==> config.mk <==
export PLATFORM = sky130hd
export DESIGN_NAME = archel_exec_ctrl
export DESIGN_NICKNAME = d
export VERILOG_FILES = /design/src/rtl/archel_pkg.sv /design/src/rtl/archel_debounce.sv /design/src/rtl/archel_exec_ctrl.sv
export SDC_FILE = /design/constraint.sdc
export NUM_CORES = 1
export LEC_CHECK = 0
export ABC_AREA = 1
export ABC_CLOCK_PERIOD_IN_PS = 1850
export CORE_UTILIZATION = 34
export CTS_BUF_LIST = sky130_fd_sc_hd__clkbuf_16
export DETAILED_ROUTE_END_ITERATION = 6
export PLACE_DENSITY = 0.48
export SLEW_MARGIN = 20
export SYNTH_ARGS = -nofsm -noshare
export SYNTH_HDL_FRONTEND = slang
export SYNTH_HIERARCHICAL = 1
export SYNTH_SLANG_ARGS = --single-unit
==> constraint.sdc <==
create_clock -name CLK -period 1.85 [get_ports CLK]
set_input_delay 0.37 -clock CLK [delete_from_list [all_inputs] [get_ports CLK]]
set_output_delay 0.37 -clock CLK [all_outputs]
set_load 0.02 [all_outputs]
==> src/rtl/archel_pkg.sv <==
// archel_pkg: shared types and constants for the archel execution controller.
//   exec_state_t : execution FSM state encoding
//   CYC_W        : width of the retired-cycle counter seen by the status overlay
package archel_pkg;

  typedef enum logic [1:0] {
    ST_PAUSED  = 2'd0,
    ST_RUNNING = 2'd1,
    ST_STEP    = 2'd2
  } exec_state_t;

  localparam int CYC_W = 16;

endpackage

==> src/rtl/archel_debounce.sv <==
// archel_debounce: conditions one raw push-button.
//   CLK, RST : system clock, async active-low reset
//   btn      : raw asynchronous button level (active-high)
//   evt      : one-cycle pulse on each accepted rising edge of the button
// Path: 2-flop synchroniser -> stability counter -> registered rising-edge detect.
module archel_debounce #(
  parameter int DEBOUNCE_CYCLES = 1000000
) (
  input  logic CLK,
  input  logic RST,
  input  logic btn,
  output logic evt
);

  // Counter only ever holds 0..DEBOUNCE_CYCLES-1; keep at least one bit.
  localparam int CW = (DEBOUNCE_CYCLES > 1) ? $clog2(DEBOUNCE_CYCLES) : 1;

  logic [1:0]    sync;
  logic [CW-1:0] cnt;
  logic          level;
  logic          level_d;

  always_ff @(posedge CLK or negedge RST) begin
    if (!RST) begin
      sync    <= '0;
      cnt     <= '0;
      level   <= 1'b0;
      level_d <= 1'b0;
      evt     <= 1'b0;
    end else begin
      sync <= {sync[0], btn};
      // The final mismatching sample is the DEBOUNCE_CYCLES-th one, so the
      // level flips on the same edge the counter would reach the limit.
      if (sync[1] != level) begin
        if (cnt == CW'(DEBOUNCE_CYCLES - 1)) begin
          level <= sync[1];
          cnt   <= '0;
        end else begin
          cnt <= cnt + 1'b1;
        end
      end else begin
        cnt <= '0;
      end
      level_d <= level;
      evt     <= level & ~level_d;
    end
  end

endmodule

==> src/rtl/archel_exec_ctrl.sv <==
// archel_exec_ctrl: run/pause/single-step sequencer for the archel core.
//   CLK, RST : system clock, async active-low reset
//   PAUSE    : raw pause/resume button (toggles PAUSED <-> RUNNING)
//   STEP     : raw single-step button (one core cycle from PAUSED)
//   HALT     : core halted level; forces/holds PAUSED and masks the enable
//   CPU_EN   : core clock-enable
//   RUNNING  : FSM is in the RUNNING state
//   CYC_CNT  : number of enabled core cycles since reset (wraps)
module archel_exec_ctrl
  import archel_pkg::*;
#(
  parameter int DEBOUNCE_CYCLES = 1000000,
  parameter int RUN_DIV         = 4,
  parameter bit RESET_RUN       = 1'b1
) (
  input  logic             CLK,
  input  logic             RST,
  input  logic             PAUSE,
  input  logic             STEP,
  input  logic             HALT,
  output logic             CPU_EN,
  output logic             RUNNING,
  output logic [CYC_W-1:0] CYC_CNT
);

  localparam int NUM_BTN = 2;
  localparam int DW      = (RUN_DIV > 1) ? $clog2(RUN_DIV) : 1;
  localparam exec_state_t RST_STATE = RESET_RUN ? ST_RUNNING : ST_PAUSED;

  // Button lanes: [0] = PAUSE, [1] = STEP.
  logic [NUM_BTN-1:0] btn_raw;
  logic [NUM_BTN-1:0] btn_evt;
  logic               pause_evt;
  logic               step_evt;

  assign btn_raw   = {STEP, PAUSE};
  assign pause_evt = btn_evt[0];
  assign step_evt  = btn_evt[1];

  for (genvar g = 0; g < NUM_BTN; g++) begin : g_btn
    archel_debounce #(.DEBOUNCE_CYCLES(DEBOUNCE_CYCLES)) u_db (
      .CLK (CLK),
      .RST (RST),
      .btn (btn_raw[g]),
      .evt (btn_evt[g])
    );
  end

  exec_state_t      state, state_nxt;
  logic [DW-1:0]    div;
  logic             tick;
  logic [CYC_W-1:0] cyc_q;

  assign tick    = (div == DW'(RUN_DIV - 1));
  assign RUNNING = (state == ST_RUNNING);
  assign CYC_CNT = cyc_q;
  // Gated by RST so nothing escapes while reset is held, even with RUN_DIV=1.
  assign CPU_EN  = RST & ((state == ST_STEP) |
                          ((state == ST_RUNNING) & tick & ~HALT));

  always_comb begin
    state_nxt = state;
    case (state)
      ST_PAUSED: begin
        // Halt blocks both exits; pause has priority over step.
        if (!HALT) begin
          if (pause_evt)     state_nxt = ST_RUNNING;
          else if (step_evt) state_nxt = ST_STEP;
        end
      end
      ST_RUNNING: if (pause_evt || HALT) state_nxt = ST_PAUSED;
      ST_STEP:    state_nxt = ST_PAUSED;
      default:    state_nxt = ST_PAUSED;
    endcase
  end

  always_ff @(posedge CLK or negedge RST) begin
    if (!RST) begin
      state <= RST_STATE;
      div   <= '0;
      cyc_q <= '0;
    end else begin
      state <= state_nxt;
      // Restart the divider on each entry so the first enable lands
      // RUN_DIV cycles after the event, independent of history.
      if (state_nxt == ST_RUNNING && state != ST_RUNNING) div <= '0;
      else if (state == ST_RUNNING)                       div <= tick ? '0 : div + 1'b1;
      if (CPU_EN) cyc_q <= cyc_q + 1'b1;
    end
  end

endmodule
==> results.sh, run 1 <==
export IMPL_rows=38
export IMPL_place_congestion=0.8443
export IMPL_p_per_area_mw_per_mm2=713.4
export IMPL_yosys_area_top_type="dfrtp_1"
export IMPL_place_port_buffers=22
export IMPL_clock_sinks=70
export IMPL_max_freq_mhz=564.0
export IMPL_leakagePower_nw=2.038
export IMPL_gr_total_overflow=0
export IMPL_start_kind="register"
export IMPL_r2r_end="g_btn[0].u_db/cnt[9]$_DFF_PN0_"
export IMPL_n_antenna_cell=0
export IMPL_cts_buffers=9
export IMPL_endpoint="CYC_CNT[4]"
export IMPL_path_class="register to primary output"
export IMPL_cp_top_family="buffers and inverters"
export IMPL_synth_fa_ha_area_share_pct=1.278
export IMPL_reg2reg_slack_ps=340
export IMPL_insertion_delay_ps=330
export IMPL_synth_xor_area_share_pct=5.974
export IMPL_cp_end_kind="primary output"
export IMPL_status="completed"
export IMPL_dp_cells=655
export IMPL_reg2reg_depth=6
export IMPL_yosysSeqAreaShare_pct=44.76
export IMPL_finalHoldViolations=0
export IMPL_fillers=1138
export IMPL_fin_nets=535
export IMPL_routed_wl_mm=8.246
export IMPL_tightest_slew_ps=902.4
export IMPL_layoutNonFillerInstCount=671
export IMPL_yosysWarnings=6
export IMPL_worstSetupStartpoint="CYC_CNT[4]$_DFFE_PN0P_"
export IMPL_cp_num_buf_inv=1
export IMPL_setup_violations=0
export IMPL_firstDrtPassIters=4
export IMPL_detailed_place_hpwl_mm=5.998
export IMPL_routed_via_density=4.641
export IMPL_routedWlPerCell_um=12.29
export IMPL_die_y_um=109.3
export IMPL_clockBufferDepth=2
export IMPL_synthTopCellsByArea="dfrtp_1 44%, nand2_1 11%, nor2_1 8.7%"
export IMPL_root_buffer="clkbuf_16"
export IMPL_synth_top_cell_area_share_pct=44.09
export IMPL_grt_max_degree=71
export IMPL_yosys_area_share_simple_pct=39.81
export IMPL_grt_pass1_wl_mm=14.23
export IMPL_yosys_most_used_dff="dfrtp_1"
export IMPL_synth_nets=498
export IMPL_syn_area_per_cell_um2=8.009
export IMPL_synth_seq_cells=70
export IMPL_areaGrowthSynthToFinish_pct=17.09
export IMPL_vias=3114
export IMPL_finalClockSkew_ps=4.232
export IMPL_drv_cap=0
export IMPL_utilization_pct=41.57
export IMPL_synth_cells=489
export IMPL_final_period_utilization_pct=95.85
export IMPL_synth_top_family_by_area="simple AND/OR/NAND/NOR gates"
export IMPL_crit_cells=1
export IMPL_initial_utilization_pct=35.50
export IMPL_rr_startpoint="g_btn[0].u_db/cnt[0]$_DFF_PN0_"
export IMPL_cp_max_fo=6
export IMPL_synth_mux_area_share_pct=0
export IMPL_io_pins=23
export IMPL_synth_compound_area_share_pct=3.131
export IMPL_relSlewSlack_pct=39.84
export IMPL_antenna_found_initial=0
export IMPL_coreArea_mm2=0.01103
export IMPL_h_tree_depth=3
export IMPL_synth_edf_count=0
export IMPL_critical_path_required_ps=1480
export IMPL_ant_nets=0
export IMPL_grt_total_usage_pct=15.66
export IMPL_slowest_delay_ps=640
export IMPL_die_w_um=109.3
export IMPL_crit_chain="clkdlybuf4s50_1"
export IMPL_maxSlewViolCount=0
export IMPL_peakVddDrop_uv=561.8
export IMPL_crit_slowest_cell="clkdlybuf4s50_1"
export IMPL_drive_gt1_share_pct=16.38
export IMPL_cts_tree="done"
export IMPL_drtIter0Drc=159
export IMPL_dieArea_mm2=0.01195
export IMPL_cts_clk_slew_worst_paths_ps=50
export IMPL_hp_class="input pin to asynchronous set/reset pin"
export IMPL_synthesis_area_mm2=0.003916
export IMPL_cp_data_arrival_time_ps=1400
export IMPL_first_global_vias=2995
export IMPL_ys_async_sr_fraction_pct=100.0
export IMPL_period_needed_ps=1773
export IMPL_drc=0
export IMPL_synth_cell_types=30
export IMPL_rsz0062_at_grt="false"
-- logic make-up after synthesis --
family          count (synthesis)
simple gates                  320
flops                          70
buf+inv                        46
xor+xnor                       25
compound gates                 24
fa+ha+maj                       4
-- cells in the final DEF (no fill, tap or decap), drive strengths merged --
master,instances
buf,8
dfstp,1
clkdlybuf4s50,15
nand3,37
nand4,13
o21ai,16
nor2,119
xor2,16
clkbuf,9
a21oi,7
dlymetal6s2s,4
ha,4
o31ai,1
nor3,7
dfrtp,69
nand2,133
clkinv,3
or2,3
xnor2,9
clkdlybuf4s15,1
nor3b,4
inv,48
nand3b,4
-- registers in the layout, indices dropped and copies added, names as in the netlist --
signal	flops
g_btn.u_db/cnt	40
CYC_CNT	16
g_btn.u_db/sync	4
div	2
g_btn.u_db/evt	2
g_btn.u_db/level	2
g_btn.u_db/level_d	2
state	2
-- stage by stage --
stage	hold WS (ps)	power, mW	instance area, µm²	setup TNS [ps]	setup slack (ps)
after global placement	334.4	1.817	4327	-239.4	-239.4
final	296.2	3.272	4586	0	76.85
after detailed placement	338.0	1.823	4327	-238.6	-238.6
after global routing	352.0	3.431	4586	0	5.656
after CTS	341.0	3.348	4574	0	20.45
after floorplan	74.41	1.716	3916	0	291.9
-- cells in the mapped netlist (8+ instances only) --
library cell / count
o21ai_1: 8
nor2_1: 91
nor2_2: 19
nand2_1: 113
xnor2_1: 9
inv_1: 39
xor2_1: 14
nand3_1: 31
nand2_2: 19
dfrtp_1: 69
nand4_1: 13
o21ai_0: 8
nor2_4: 9
-- per-layer routing --
layer / track usage (%) / wire length [µm]
met5: 0 / 0
met2: 23.58 / 3683
met3: 3.438 / 266
met4: 8.571 / 207
met1: 20.86 / 4088
-- layout make-up --
| cell class | count | area, µm² | share of cell area (%) |
|---|---|---|---|
| Clock inverter | 7 | 28.78 | 0.6276 |
| Multi-Input combinational cell | 373 | 1966 | 42.87 |
| Tap cell | 140 | 175.2 | 3.820 |
| Sequential cell | 70 | 1753 | 38.23 |
| Clock buffer | 9 | 225.2 | 4.911 |
| Inverter | 44 | 170.2 | 3.711 |
| Timing Repair Buffer | 28 | 267.8 | 5.839 |
-- how the worst min path moves through the flow --
stage                                                from                               to  slack [ps]
final                                                 RST  g_btn[0].u_db/level_d$_DFF_PN0_         300
after global routing      g_btn[1].u_db/sync[0]$_DFF_PN0_  g_btn[1].u_db/sync[1]$_DFF_PN0_         350
after CTS                                             RST  g_btn[0].u_db/sync[1]$_DFF_PN0_         340
after detailed placement  g_btn[0].u_db/sync[0]$_DFF_PN0_  g_btn[0].u_db/sync[1]$_DFF_PN0_         340
after global placement    g_btn[1].u_db/sync[0]$_DFF_PN0_  g_btn[1].u_db/sync[1]$_DFF_PN0_         330
after floorplan                                       RST           CYC_CNT[0]$_DFFE_PN0P_          70
-- power by group --
part,switching (mW),total [mW],internal (mW)
combinational,0.113,0.183,0.0699
sequential,0.0379,1.61,1.57
clock,0.607,1.48,0.876
total,0.758,3.27,2.51
-- timing repair --
item | 4_1_cts | 5_1_grt
hold buffers | 0 | 0
gates resized for setup | 5 | 5
setup buffers | 0 | 0
setup endpoints to repair | 2 | 5
Power figures use the tool's default switching activity.
==> inputs of run 2 (changes only) <==
==> constraint.sdc (replaced) <==
create_clock -name CLK -period 1.85 [get_ports CLK]
set_input_delay 0.2775 -clock CLK [delete_from_list [all_inputs] [get_ports CLK]]
set_output_delay 0.2775 -clock CLK [all_outputs]
set_load 0.01 [all_outputs]
==> run 2 against run 1 <==
  * Sequential share of layout area decreased by 0.82 points
  * Combinational power decreased by 7%
  * Sequential cell count stayed put
  * First-iteration DRC count shrank 7.5%
  * Clock-buffer cell count did not move
  * Non-clock buffer count is the same
  * Cell count unchanged
  * Design area is 2.2% higher
  * Power is 19% higher
  * Utilization rose by 0.91 points
  * Die area stayed put
  * Critical path type unchanged
  * Critical endpoint is now CPU_EN
  * Largest cell class unchanged
  * Largest power group is now the clock network
==> results.sh, run 2 (synthesis gave the netlist of run 1 again) <==
export IMPL_status="completed"
export IMPL_p_clk_share_pct=54.3
export IMPL_cts_setup_buffers=0
export IMPL_leakagePower_nw=2.019
export IMPL_root_buffer="clkbuf_16"
export IMPL_p_sw_mw=0.8047
export IMPL_relSlewSlack_pct=40.20
export IMPL_maxSlewViolCount=0
export IMPL_io_pins=23
export IMPL_path_class="register to primary output"
export IMPL_drv_cap=0
export IMPL_grt_pass1_wl_mm=14.15
export IMPL_rsz0062_at_grt="false"
export IMPL_coreArea_mm2=0.01103
export IMPL_regArea_mm2=0.001753
export IMPL_vias=3127
export IMPL_critical_path_required_ps=1570
export IMPL_p_per_area_mw_per_mm2=829.6
export IMPL_reg2reg_slack_ps=330
export IMPL_cp_max_fo=2
export IMPL_firstDrtPassIters=4
export IMPL_setup_tns_ps=0
export IMPL_place_congestion=0.8557
export IMPL_peakVddDrop_uv=583.5
export IMPL_layout_commonest_cell="nand2_1"
export IMPL_h_tree_depth=3
export IMPL_drc=0
export IMPL_max_freq_mhz=564.6
export IMPL_cts_buffers=9
export IMPL_cts_hold_buffers=0
export IMPL_period_needed_ps=1771
export IMPL_grt_max_degree=71
export IMPL_start_kind="register"
export IMPL_final_area_mm2=0.004686
export IMPL_first_global_vias=2957
export IMPL_ant_nets=0
export IMPL_clockBufferDepth=2
export IMPL_antenna_found_initial=0
export IMPL_multi_input_area_mm2=0.001966
export IMPL_cts_clk_slew_worst_paths_ps=50
export IMPL_initial_utilization_pct=35.50
export IMPL_n_antenna_cell=0
export IMPL_largest_reg_flops=40
export IMPL_routedWlPerCell_um=12.34
export IMPL_p_seq_share_pct=41.3
export IMPL_detailed_place_hpwl_mm=5.973
export IMPL_placed_area_mm2=0.004327
export IMPL_combPwrFrac_pct=4.4
export IMPL_tightest_slew_ps=897.0
export IMPL_setup_violations=0
export IMPL_place_port_buffers=22
export IMPL_crit_chain="inv_2 > nor2_4 > nand3_2 > nand2_2 > nand2_4 > inv_6 > dlygate4sd2_1"
export IMPL_die_w_um=109.3
export IMPL_cts_resized_gates=2
export IMPL_gr_total_overflow=0
export IMPL_final_cell_mix="113 x nand2_1, 91 x nor2_1, 69 x dfrtp_1, 39 x inv_1, 31 x nand3_1"
export IMPL_cts_tree="done"
export IMPL_cp_data_arrival_time_ps=1490
export IMPL_cp_end_kind="primary output"
export IMPL_p_int_mw=3.083
export IMPL_fin_nets=535
export IMPL_slowest_delay_ps=530
export IMPL_routed_wl_mm=8.283
export IMPL_die_y_um=109.3
export IMPL_dieArea_mm2=0.01195
export IMPL_final_period_utilization_pct=95.74
export IMPL_top_register="g_btn.u_db/cnt"
export IMPL_finalClockSkew_ps=6.337
export IMPL_routed_via_density=4.660
export IMPL_areaGrowthSynthToFinish_pct=19.65
export IMPL_grt_total_usage_pct=15.71
export IMPL_rows=38
export IMPL_hp_class="input pin to asynchronous set/reset pin"
export IMPL_insertion_delay_ps=340
export IMPL_crit_slowest_cell="dfstp_2"
export IMPL_finalHoldViolations=0
export IMPL_drtIter0Drc=147
export IMPL_clock_sinks=70
export IMPL_netSwitchingFraction_pct=20.70
export IMPL_fillers=1107
export IMPL_drive_gt1_share_pct=16.95
run 2: cell type report:
class / count / share of cell area [%]
clock buffer: 9 / 4.806
clock inverter: 7 / 2.911
inverter: 44 / 3.632
multi-input combinational: 373 / 41.95
sequential: 70 / 37.41
tap: 140 / 3.738
timing repair buffer: 28 / 5.554
run 2: power by group through the flow:
stage                     clock network [mW]  logic [mW]  registers, mW
after global routing                    2.23       0.201           1.61
after CTS                               2.18       0.178           1.61
after global placement                     0       0.175           1.63
after floorplan                            0      0.0750           1.63
final                                   2.11       0.171           1.61
after detailed placement                   0       0.178           1.63
run 2: worst paths after layout:
check / depth (start not counted) / end / from
max: 7 / CPU_EN / state[0]$_DFF_PN1_
min: 2 / g_btn[0].u_db/level_d$_DFF_PN0_ / RST
max reg2reg: 8 / CYC_CNT[14]$_DFFE_PN0P_ / CYC_CNT[0]$_DFFE_PN0P_
min reg2reg: 0 / g_btn[0].u_db/sync[1]$_DFF_PN0_ / g_btn[0].u_db/sync[0]$_DFF_PN0_
max in group asynchronous: 2 / g_btn[1].u_db/cnt[7]$_DFF_PN0_ / RST
min in group CLK: 0 / g_btn[0].u_db/sync[1]$_DFF_PN0_ / g_btn[0].u_db/sync[0]$_DFF_PN0_
run 2: stage by stage:
| stage | utilization [%] | hold WS (ps) | std cells | total power, mW | setup slack, ps |
|---|---|---|---|---|---|
| 2_1_floorplan | - | -18.09 | 489 | 1.705 | 449.6 |
| 3_3_place_gp | 39.22 | 334.9 | 655 | 1.806 | 16.18 |
| 3_5_place_dp | 39.22 | 338.0 | 655 | 1.811 | 12.19 |
| 4_1_cts | 42.48 | 248.8 | 671 | 3.961 | 53.86 |
| 5_1_grt | 42.48 | 283.9 | 671 | 4.043 | 0.3095 |
| 6_report | 42.48 | 187.2 | 671 | 3.887 | 78.73 |
run 2: critical path, delay by kind of cell, from the launching register on:
family | cells | cell delay, ps
flip-flops | 1 | 530
buffers and inverters | 3 | 340
AND/OR/NAND/NOR | 4 | 280
run 2: layer usage:
metal	vias up	track usage [%]	part of all wire, %
met2	40	23.94	45
met1	1457	20.88	50
li1	1621	-	-
met4	0	6.857	1.7
met3	9	4.268	3.8
met5	-	0	0
